### src/rtl/bandai_eeprom_ctrl.sv
// Microwire (93Cxx) EEPROM sequencer behind a byte-wide register window.
// Host loads ADDR/DATA, triggers READ/WRITE/SHORT; the FSM runs the full frame.
module bandai_eeprom_ctrl #(
  parameter int ADDR_BITS = 6,
  parameter int CLK_DIV   = 4,
  parameter int TIMEOUT   = 1024
) (
  input  logic       CLK,
  input  logic       RSTn,
  input  logic [2:0] REG_SEL,
  input  logic       REG_WR,
  input  logic [7:0] REG_WDATA,
  output logic [7:0] REG_RDATA,
  output logic       BUSY,
  output logic       EE_CS,
  output logic       EE_SK,
  output logic       EE_DI,
  input  logic       EE_DO
);
  localparam int CW_W    = 3 + ADDR_BITS;
  localparam int SLOT_W  = 2 * CLK_DIV;
  localparam int CNT_W   = $clog2(SLOT_W) + 1;
  localparam int SLOTN_W = $clog2((CW_W > 16) ? CW_W : 16) + 1;
  localparam int POLL_W  = $clog2(TIMEOUT) + 1;

  localparam logic [CNT_W-1:0]   HALF_LAST = CNT_W'(CLK_DIV - 1);
  localparam logic [CNT_W-1:0]   HALF      = CNT_W'(CLK_DIV);
  localparam logic [CNT_W-1:0]   SLOT_LAST = CNT_W'(SLOT_W - 1);
  localparam logic [SLOTN_W-1:0] CW_LAST   = SLOTN_W'(CW_W - 1);
  localparam logic [SLOTN_W-1:0] WORD_LAST = SLOTN_W'(15);
  localparam logic [POLL_W-1:0]  POLL_LAST = POLL_W'(TIMEOUT - 1);
  localparam logic [CW_W-1:0]    CW_MSB    = {1'b1, {(CW_W-1){1'b0}}};

  typedef enum logic [2:0] {
    S_IDLE, S_CSSETUP, S_CMD, S_DIN, S_DOUT, S_CSGAP, S_POLL, S_END
  } state_t;

  typedef enum logic [1:0] {OP_READ, OP_WRITE, OP_SHORT} op_t;

  state_t               r_state, w_state_nxt;
  logic [CNT_W-1:0]     r_cnt, w_cnt_nxt;
  logic [SLOTN_W-1:0]   r_slot, w_slot_nxt;
  logic [POLL_W-1:0]    r_poll, w_poll_nxt;
  op_t                  r_op;
  logic [15:0]          r_data;
  logic [15:0]          r_addr;
  logic [14:0]          r_shadow;
  logic [3:0]           r_status;
  logic                 r_busy;
  logic                 r_cs, r_sk, r_di;

  logic                 w_accept;
  logic                 w_slot_end;
  logic                 w_sample, w_commit, w_timeout, w_finish;
  logic                 w_cs_nxt, w_sk_nxt, w_di_nxt;
  logic [CW_W-1:0]      w_cw;

  assign w_cw       = {1'b1, r_addr[ADDR_BITS+1:0]};
  assign w_slot_end = (r_cnt == SLOT_LAST);
  assign w_accept   = REG_WR && (REG_SEL == 3'd4) && !r_busy && $onehot(REG_WDATA[6:4]);

  // NOTE: every signal driven here gets a default first so no path can infer a latch.
  always_comb begin
    w_state_nxt = r_state;
    w_cnt_nxt   = r_cnt + 1'b1;
    w_slot_nxt  = r_slot;
    w_poll_nxt  = r_poll;
    w_sample    = 1'b0;
    w_commit    = 1'b0;
    w_timeout   = 1'b0;
    w_finish    = 1'b0;
    case (r_state)
      // One launch cycle in IDLE with BUSY already high before CS rises.
      S_IDLE: begin
        w_cnt_nxt = '0;
        if (r_busy) w_state_nxt = S_CSSETUP;
      end
      S_CSSETUP: if (r_cnt == HALF_LAST) begin
        w_state_nxt = S_CMD;
        w_cnt_nxt   = '0;
        w_slot_nxt  = '0;
      end
      S_CMD: if (w_slot_end) begin
        w_cnt_nxt  = '0;
        w_slot_nxt = r_slot + 1'b1;
        if (r_slot == CW_LAST) begin
          w_slot_nxt = '0;
          case (r_op)
            OP_READ:  w_state_nxt = S_DIN;
            OP_WRITE: w_state_nxt = S_DOUT;
            default:  w_state_nxt = S_END;
          endcase
        end
      end
      S_DIN: if (w_slot_end) begin
        w_sample   = 1'b1;
        w_cnt_nxt  = '0;
        w_slot_nxt = r_slot + 1'b1;
        if (r_slot == WORD_LAST) begin
          w_commit    = 1'b1;
          w_slot_nxt  = '0;
          w_state_nxt = S_END;
        end
      end
      S_DOUT: if (w_slot_end) begin
        w_cnt_nxt  = '0;
        w_slot_nxt = r_slot + 1'b1;
        if (r_slot == WORD_LAST) begin
          w_slot_nxt  = '0;
          w_state_nxt = S_CSGAP;
        end
      end
      S_CSGAP: if (r_cnt == SLOT_LAST) begin
        w_state_nxt = S_POLL;
        w_cnt_nxt   = '0;
        w_poll_nxt  = '0;
      end
      S_POLL: if (w_slot_end) begin
        w_cnt_nxt  = '0;
        w_poll_nxt = r_poll + 1'b1;
        if (EE_DO) begin
          w_state_nxt = S_END;
        end else if (r_poll == POLL_LAST) begin
          w_timeout   = 1'b1;
          w_state_nxt = S_END;
        end
      end
      S_END: if (r_cnt == HALF_LAST) begin
        w_finish    = 1'b1;
        w_cnt_nxt   = '0;
        w_state_nxt = S_IDLE;
      end
      default: w_state_nxt = S_IDLE;
    endcase
  end

  // Pins are registered from next-state values so they never glitch.
  always_comb begin
    w_cs_nxt = (w_state_nxt == S_CSSETUP) || (w_state_nxt == S_CMD) ||
               (w_state_nxt == S_DIN) || (w_state_nxt == S_DOUT) || (w_state_nxt == S_POLL);
    w_sk_nxt = ((w_state_nxt == S_CMD) || (w_state_nxt == S_DIN) ||
                (w_state_nxt == S_DOUT) || (w_state_nxt == S_POLL)) && (w_cnt_nxt >= HALF);
    w_di_nxt = 1'b0;
    if (w_state_nxt == S_CMD)
      w_di_nxt = |(w_cw & (CW_MSB >> w_slot_nxt));
    else if (w_state_nxt == S_DOUT)
      w_di_nxt = |(r_data & (16'h8000 >> w_slot_nxt));
  end

  // NOTE: sequential state uses non-blocking assignments only, so every register
  // samples the pre-edge values regardless of statement order.
  always_ff @(posedge CLK) begin
    if (!RSTn) begin
      r_state  <= S_IDLE;
      r_cnt    <= '0;
      r_slot   <= '0;
      r_poll   <= '0;
      r_op     <= OP_READ;
      r_data   <= '0;
      r_addr   <= '0;
      r_shadow <= '0;
      r_status <= '0;
      r_busy   <= 1'b0;
      r_cs     <= 1'b0;
      r_sk     <= 1'b0;
      r_di     <= 1'b0;
    end else begin
      r_state <= w_state_nxt;
      r_cnt   <= w_cnt_nxt;
      r_slot  <= w_slot_nxt;
      r_poll  <= w_poll_nxt;
      r_cs    <= w_cs_nxt;
      r_sk    <= w_sk_nxt;
      r_di    <= w_di_nxt;

      if (REG_WR && !r_busy) begin
        case (REG_SEL)
          3'd0:    r_data[7:0]  <= REG_WDATA;
          3'd1:    r_data[15:8] <= REG_WDATA;
          3'd2:    r_addr[7:0]  <= REG_WDATA;
          3'd3:    r_addr[15:8] <= REG_WDATA;
          default: ;
        endcase
      end

      if (w_accept) begin
        r_busy   <= 1'b1;
        r_status <= '0;
        r_op     <= REG_WDATA[4] ? OP_READ : (REG_WDATA[5] ? OP_WRITE : OP_SHORT);
      end

      if (w_sample) r_shadow <= {r_shadow[13:0], EE_DO};
      if (w_commit) r_data   <= {r_shadow, EE_DO};
      if (w_timeout) r_status[3] <= 1'b1;

      if (w_finish) begin
        r_busy <= 1'b0;
        case (r_op)
          OP_READ:  r_status[0] <= 1'b1;
          OP_WRITE: r_status[1] <= 1'b1;
          default:  r_status[2] <= 1'b1;
        endcase
      end
    end
  end

  always_comb begin
    case (REG_SEL)
      3'd0:    REG_RDATA = r_data[7:0];
      3'd1:    REG_RDATA = r_data[15:8];
      3'd2:    REG_RDATA = r_addr[7:0];
      3'd3:    REG_RDATA = r_addr[15:8];
      3'd4:    REG_RDATA = {r_busy, 3'b000, r_status};
      default: REG_RDATA = 8'hFF;
    endcase
  end

  assign BUSY  = r_busy;
  assign EE_CS = r_cs;
  assign EE_SK = r_sk;
  assign EE_DI = r_di;

endmodule

### config.mk
export PLATFORM = sky130hd
export DESIGN_NAME = bandai_eeprom_ctrl
export DESIGN_NICKNAME = d
export VERILOG_FILES = /design/src/rtl/bandai_eeprom_ctrl.sv
export SDC_FILE = /design/constraint.sdc
export NUM_CORES = 1
export LEC_CHECK = 0
export ABC_AREA = 1
export BUFFER_PORTS_ARGS = -buffer_cell sky130_fd_sc_hd__buf_2
export CORE_MARGIN = 5
export CORE_UTILIZATION = 45
export DETAILED_ROUTE_END_ITERATION = 8
export GPL_ROUTABILITY_DRIVEN = 0
export PLACE_DENSITY_LB_ADDON = 0.3
export SLEW_MARGIN = 10
export SYNTH_ARGS = -nofsm -noshare
export SYNTH_HDL_FRONTEND = slang
export SYNTH_SLANG_ARGS = --single-unit
### constraint.sdc
create_clock -name CLK -period 2.1 [get_ports CLK]
set_input_delay 0.63 -clock CLK [delete_from_list [all_inputs] [get_ports CLK]]
set_output_delay 0.63 -clock CLK [all_outputs]
set_load 0.01 [all_outputs]
==> results.txt, run 1 <==
----------------------------------------------------
[Global route]
  Global-route total usage across every layer ... about a quarter
  Number of global-route vias before repair ... slightly below 5000
  Largest net degree at the start of global routing ... 32
  Wire length of the first global-routing pass ... 22700 µm
  Global route overflow ... 0
  Number of antenna violations at the first check in global routing ... 0

[STA]
  Clock Skews ... 0.0176 ns
  Post-route worst setup slack ... -0.180 ns
  Fmax ... 439 MHz
  Final Hold Violating Endpoints ... 0
  Fin. max-slew vios ... 0
  Slew headroom ... 63.3%
  Share of the clock period used by the worst path after layout ... 109%
  Final-report setup violation count ... 9
  Slew at the pin with the worst max-slew slack ... around 0.55 ns
  Time the final worst path needs with I/O delays and setup ... ~2.3 ns
  Setup repair after global routing missed its margin ... true

[Synthesis]
  Average size of a mapped cell ... between 6 and 7 µm²
  Post-synthesis net count ... about 630
  Cells taking the most area after synthesis ... sky130_fd_sc_hd__dfxtp_1 (39%), sky130_fd_sc_hd__nand2_1 (12%), sky130_fd_sc_hd__nor2_1 (8.7%)
  Area share of the largest cell type after synthesis ... between 30% and 40%
  Number of unique standard cell types used by synthesis ... 39
  Count of mapped cells out of synthesis ... ~610
  Fraction of the yosys area taken by sequential cells ... 39.1%
  Leading area contributor after synthesis ... sky130_fd_sc_hd__dfxtp_1
  Area of the mapped netlist ... between 4000 and 5000 µm²
  Yosys reg bits ... 80
  Warning count from the yosys run ... 0

[Clock network]
  Post-cts hold buffer count ... 0
  Number of buffers created by CTS ... 9
  Clock H-tree levels ... 3
  Insertion delay of the later-clocked pin in the worst-skew pair ... 0.37 ns
  Clock-pin slew on the worst setup and hold paths ... roughly 0.080 ns
  Longest Clk Path Bufs ... 2
  Clock root cell ... sky130_fd_sc_hd__clkbuf_8
  TritonCTS Sinks ... 80
  Clock tree from TritonCTS ... yes

[Route]
  Antenna viol nets, final ... 0
  Wire length reported by the detailed router ... between 15000 and 20000 µm
  Drt via density ... roughly 6
  Average routed wire per standard cell ... around 18 µm
  DRT Pass-1 Iters ... 9
  Overall via count from detail_route ... 5037
  Starting DRC count in detailed routing ... around 380
  # DRC ... 1

[Outcome]
  Outcome ... complete, but fails checks
  Violated checks ... DRC, setup timing

[Layout]
  Cell area after layout ... ~6000 µm²
  Number of diodes added for antenna fixing ... 0
  Most used cells in the layout excluding fill and tap cells ... sky130_fd_sc_hd__nand2_1 (102), sky130_fd_sc_hd__buf_4 (93), sky130_fd_sc_hd__nor2_1 (75)
  Fraction of final layout cells sized beyond drive strength 1 ... between 30% and 40%
  Core utilization of the finished layout ... about 70%
  Total number of nets in the final design ... ~770
  Area Overhead vs Synth ... 49.4%
  Most common library cell in the layout ignoring fill and taps ... sky130_fd_sc_hd__nand2_1

[Power]
  Maximum VDD drop ... between 0.4 and 0.5 mV
  Total power of the final layout ... roughly 3.2 mW
  Power per Cell Area ... approximately 520 nW/µm²
  Leakage Power ... 2.74 nW

[Setup path]
  Critical Path Source Type ... primary input
  CP required ... about 1.5 ns
  CP arrival ... ~1.7 ns
  Setup Crit Path Kind ... primary input to primary output
  Largest fanout on the critical path ... 5
  Kind of capture point of the worst setup path ... primary output

[Job]
  Number of violations of the max-capacitance limit ... 0

[Floorplan]
  Die Ht ... between 100 and 150 µm
  Area enclosed by the die boundary ... 11100 µm²
  I/O Pins ... 27
  Die Width ... 105 µm
  Floorplan core area ... 8810 µm²
  Number of placement rows ... 34
  Initial cell density of the core ... a little under half

[Placed design]
  Dpl cell area ... 4970 µm²
  DP HPWL ... 9240 µm
  PortBufs ... 26

[Min path]
  Class of the most critical hold timing path ... flop to flop

----------------------------------------------------
## power by group
part | internal, mW | switching, mW
Combinational | 0.110 | 0.157
Sequential | 1.54 | 0.0277
Clock | 0.743 | 0.610
Total | 2.39 | 0.794
## critical path, cell delays in order
cell and delay (ns):
sky130_fd_sc_hd__buf_8 0.09, sky130_fd_sc_hd__inv_4 0.04, sky130_fd_sc_hd__buf_6 0.11, sky130_fd_sc_hd__nor3_4 0.22
sky130_fd_sc_hd__buf_6 0.19, sky130_fd_sc_hd__nand2_4 0.07, sky130_fd_sc_hd__nand4_1 0.12, sky130_fd_sc_hd__buf_2 0.17
## cell usage after synthesis
library cell	count
sky130_fd_sc_hd__nand3_2	3
sky130_fd_sc_hd__inv_2	3
sky130_fd_sc_hd__a21boi_0	1
sky130_fd_sc_hd__buf_2	4
sky130_fd_sc_hd__a31oi_1	15
sky130_fd_sc_hd__nand3_4	1
sky130_fd_sc_hd__nand4_1	15
sky130_fd_sc_hd__o2111ai_1	3
sky130_fd_sc_hd__nor2_2	5
sky130_fd_sc_hd__nand3_1	37
sky130_fd_sc_hd__o221ai_1	1
sky130_fd_sc_hd__nor2_1	95
sky130_fd_sc_hd__a22oi_1	2
sky130_fd_sc_hd__nor3_1	9
sky130_fd_sc_hd__and3_1	1
sky130_fd_sc_hd__xor2_1	1
sky130_fd_sc_hd__nor4_1	3
sky130_fd_sc_hd__or2_2	1
sky130_fd_sc_hd__o22ai_1	1
sky130_fd_sc_hd__nand2_1	130
sky130_fd_sc_hd__nor3b_1	1
sky130_fd_sc_hd__fa_1	1
sky130_fd_sc_hd__a221oi_1	5
sky130_fd_sc_hd__nand2_2	4
sky130_fd_sc_hd__clkbuf_1	11
sky130_fd_sc_hd__nor2_4	1
sky130_fd_sc_hd__o221a_2	1
sky130_fd_sc_hd__a211oi_1	3
sky130_fd_sc_hd__o211ai_1	1
sky130_fd_sc_hd__ha_1	6
sky130_fd_sc_hd__o21ai_0	55
sky130_fd_sc_hd__or3_1	1
sky130_fd_sc_hd__inv_1	73
sky130_fd_sc_hd__xnor2_1	1
sky130_fd_sc_hd__or2_1	1
sky130_fd_sc_hd__dfxtp_1	80
sky130_fd_sc_hd__buf_4	1
sky130_fd_sc_hd__a21oi_1	34
sky130_fd_sc_hd__nand3b_1	1
## layer usage
metal | vias to the layer above | wire, µm | global-route usage (%)
met5 | - | 0 | 0
met4 | 0 | 881 | 13.9
met3 | 91 | 1280 | 5.01
met2 | 294 | 7400 | 42.5
met1 | 2344 | 5730 | 29.6
li1 | 2308 | - | -
## state kept, by name (all words and copies together), names as in the netlist
register  flops
EE_CS         1
r_op          2
r_slot        5
r_addr       16
BUSY          1
EE_DI         1
r_state       3
r_poll       11
r_cnt         4
r_status      4
r_data       16
EE_SK         1
r_shadow     15
## kinds of logic after synthesis
kind of cell / after synthesis / share of synthesized area, %
AOI/OAI and AO/OA: 122 / 16.8
xor gates and xnor gates: 2 / 0.427
adders and majority gates: 7 / 2.32
buffers and inverters: 92 / 8.64
DFF: 80 / 39.1
and+or+nand+nor: 309 / 32.8
## through the flow
stage / worst slack [ns] / hold WS, ns / instances / TNS [ns]
after floorplan: -0.0218 / 0.418 / 612 / -0.0419
after global placement: -0.229 / 0.435 / 815 / -1.33
after detailed placement: -0.253 / 0.460 / 815 / -1.78
after CTS: -0.0765 / 0.473 / 851 / -0.483
after global routing: -0.291 / 0.496 / 863 / -1.80
final: -0.180 / 0.468 / 863 / -1.19
## repair_timing
item,4_1_cts,5_1_grt
gates cloned,2,1
setup buffers,20,14
gates resized for setup,114,71
setup endpoints to repair,18,38
pin swaps,47,42
## layout make-up
cell class / instances / area [µm²]
clock buffers: 11 / 151
clock inverters: 5 / 85.1
fillers: 660 / 2680
inverters: 76 / 298
multi-input cells: 440 / 2710
flip-flops and latches: 80 / 1610
well taps: 108 / 135
repair buffers: 143 / 1130
## worst paths after layout
path,slack [ns],from,cells after the start,to
hold / removal,0.47,r_shadow[6],2,r_shadow[6]
hold reg to reg,0.47,r_shadow[6],2,r_shadow[6]
setup reg to reg,-0.13,r_slot[1],16,EE_DI
setup / recovery,-0.18,REG_SEL[0],8,REG_RDATA[7]
Power figures use the tool's default switching activity.
==> inputs of run 2 (changes only) <==
- clock period: 2.1 -> 2.7 ns (I/O delays scaled with it)
==> run 2 against run 1 <==
The run now ends clean. Highest routed layer unchanged. Critical endpoint is now REG_RDATA[3]. Sequential share of layout area rose by 7.5 points. Clock-buffer cell count fell by 2. Largest power group unchanged. First-iteration DRC count fell by 31%. Critical path type unchanged.
==> results.txt, run 2 (synthesized netlist as in run 1, its figures left out) <==
----------------------------------------------------
[Layout]
  Number of inserted filler cells in the final layout ... slightly below 900
  Most common library cell in the layout ignoring fill and taps ... sky130_fd_sc_hd__nand2_1
  Core utilization of the finished layout ... roughly 54%
  Total number of nets in the final design ... 676
  Fraction of final layout cells sized beyond drive strength 1 ... between 10% and 20%
  Final instance count without filler cells ... 767
  Number of diodes added for antenna fixing ... 0
  Area Overhead vs Synth ... 15.7%
  Cell area after layout ... 4740 µm²
  Most used cells in the layout excluding fill and tap cells ... sky130_fd_sc_hd__nand2_1 (128), sky130_fd_sc_hd__nor2_1 (87), sky130_fd_sc_hd__dfxtp_1 (79)
  Registers with the highest flip-flop counts ... r_addr x16, r_data x16, r_shadow x15

[STA]
  Clock Skews ... slightly below 0.01 ns
  Fin. max-slew vios ... 0
  Final-report setup violation count ... 0
  Slew at the pin with the worst max-slew slack ... approximately 0.57 ns
  Post-route worst setup slack ... 0.0428 ns
  Worst hold-check slack ... 0.450 ns
  Setup repair after global routing missed its margin ... true
  Total negative slack for setup checks ... 0 ns
  Share of the clock period used by the worst path after layout ... between 90% and 100%
  Slew headroom ... about three fifths
  Time the final worst path needs with I/O delays and setup ... about 2.7 ns
  Fmax ... around 380 MHz
  Final Hold Violating Endpoints ... 0

[Setup path]
  Delay of the slowest cell on the worst path ... between 0.2 and 0.3 ns
  Kind of capture point of the worst setup path ... primary output
  Cell class contributing the biggest share of worst-path delay ... buffers and inverters
  Setup Crit Path Kind ... primary input to primary output
  CP required ... 1.89 ns
  Critical path's slowest cell ... sky130_fd_sc_hd__nor3_1
  CP arrival ... between 1.5 and 2 ns
  Number of cell instances on the worst register-to-register path ... 19
  Setup slack of the most critical reg-to-reg path ... approximately 0.21 ns
  Worst path bufs/invs ... 3
  Capture point of the worst reg-to-reg path ... EE_DI
  Launch instance of the worst register-to-register path ... r_slot[1]
  Cell-by-cell trace of the critical path ... clkbuf_4 -> nor3_1 -> buf_4 -> nand2_1 -> o2111ai_1 -> buf_2
  Largest fanout on the critical path ... 9
  Critical Path Source Type ... primary input

[Placed design]
  Dpl cell area ... about 4400 µm²
  Number of instances in the placed design ... between 700 and 800
  Worst setup timing slack at the placement stage ... around 0.032 ns
  PortBufs ... 26
  DP HPWL ... between 8000 and 9000 µm

[Route]
  # DRC ... 0
  Average routed wire per standard cell ... 14.4 µm
  Overall via count from detail_route ... 4214
  Antenna viol nets, final ... 0
  Wire length reported by the detailed router ... 11100 µm
  Drt via density ... between 5 and 6
  DRT Pass-1 Iters ... 7
  Starting DRC count in detailed routing ... 264

[Floorplan]
  Area enclosed by the die boundary ... around 11000 µm²
  Die Ht ... ~110 µm
  Die Width ... 105 µm
  Number of placement rows ... 34
  Floorplan core area ... 8810 µm²
  Initial cell density of the core ... between 40% and 50%
  I/O Pins ... 27

[Job]
  Number of violations of the max-capacitance limit ... 0

[Global route]
  Number of antenna violations at the first check in global routing ... 0
  Global route overflow ... 0
  Largest net degree at the start of global routing ... 48
  Wire length of the first global-routing pass ... 18200 µm
  Number of global-route vias before repair ... slightly below 4000
  Global-route total usage across every layer ... 20.1%

[Clock network]
  Longest Clk Path Bufs ... 2
  Clock-pin slew on the worst setup and hold paths ... 0.09 ns
  Clock tree from TritonCTS ... yes
  Clock root cell ... sky130_fd_sc_hd__clkbuf_8
  Insertion delay of the later-clocked pin in the worst-skew pair ... between 0.3 and 0.4 ns
  Post-cts hold buffer count ... 0
  Number of buffers created by CTS ... 9
  TritonCTS Sinks ... 80
  Clock H-tree levels ... 3

[Min path]
  Hold Path Depth ... 1
  Class of the most critical hold timing path ... flop to flop
  Hold worst-path end ... r_cnt[0]
  Min-Delay Startpoint ... r_cnt[0]

[Power]
  Leakage Power ... 2.06 nW
  Power per Cell Area ... approximately 480 nW/µm²
  Total power of the final layout ... between 2 and 2.5 mW
  Maximum VDD drop ... between 0.5 and 0.6 mV

[Outcome]
  Outcome ... finished, final reports clean

----------------------------------------------------
run 2: cell types whose count changed in the layout (fill, tap and decap cells not counted), sizes merged:
cell / previous run / this run
buf: 143 / 46
bufinv: 2 / 1
clkbuf: 11 / 10
clkinv: 0 / 2
clkinvlp: 1 / 0
inv: 78 / 80
run 2: report_power, final:
group | leakage (nW) | internal, mW | total [mW] | switching, mW
clock | 0.106 | 0.440 | 0.924 | 0.484
combinational | 1.31 | 0.0501 | 0.144 | 0.0937
sequential | 0.647 | 1.20 | 1.21 | 0.0174
total | 2.06 | 1.69 | 2.28 | 0.595
run 2: cell type report:
class	instances	area [µm²]	area share, %
well taps	108	135	2.85
inverters	76	285	6.02
clock inverters	7	77.6	1.64
clock buffers	9	124	2.61
flip-flops and latches	80	1600	33.8
repair buffers	47	290	6.12
multi-input cells	440	2230	47.0
run 2: what timing repair did:
| action | in CTS | in global routing |
|---|---|---|
| endpoints found under the setup margin | 0 | 13 |
| buffers inserted | 0 | 2 |
| resized for setup | 0 | 24 |
run 2: routing by layer:
layer  GRT usage (%)  up-vias  wire length [µm]
met5               0        -                 0
met3            3.79       33               621
li1                -     2106                 -
met1            25.3     1926              4830
met2            34.2      149              5300
met4            7.50        0               322
run 2: how the worst max path moves through the flow:
stage / start / to / slack, ns / depth (start not counted)
final: REG_SEL[2] / REG_RDATA[3] / 0.04 / 6
after CTS: REG_SEL[2] / REG_RDATA[3] / 0.03 / 5
after floorplan: REG_SEL[2] / REG_RDATA[6] / 0.02 / 4
after detailed placement: REG_SEL[2] / REG_RDATA[3] / 0.03 / 5
after global placement: REG_SEL[0] / REG_RDATA[6] / 0.03 / 8
after global routing: r_slot[1] / EE_DI / -0.02 / 21
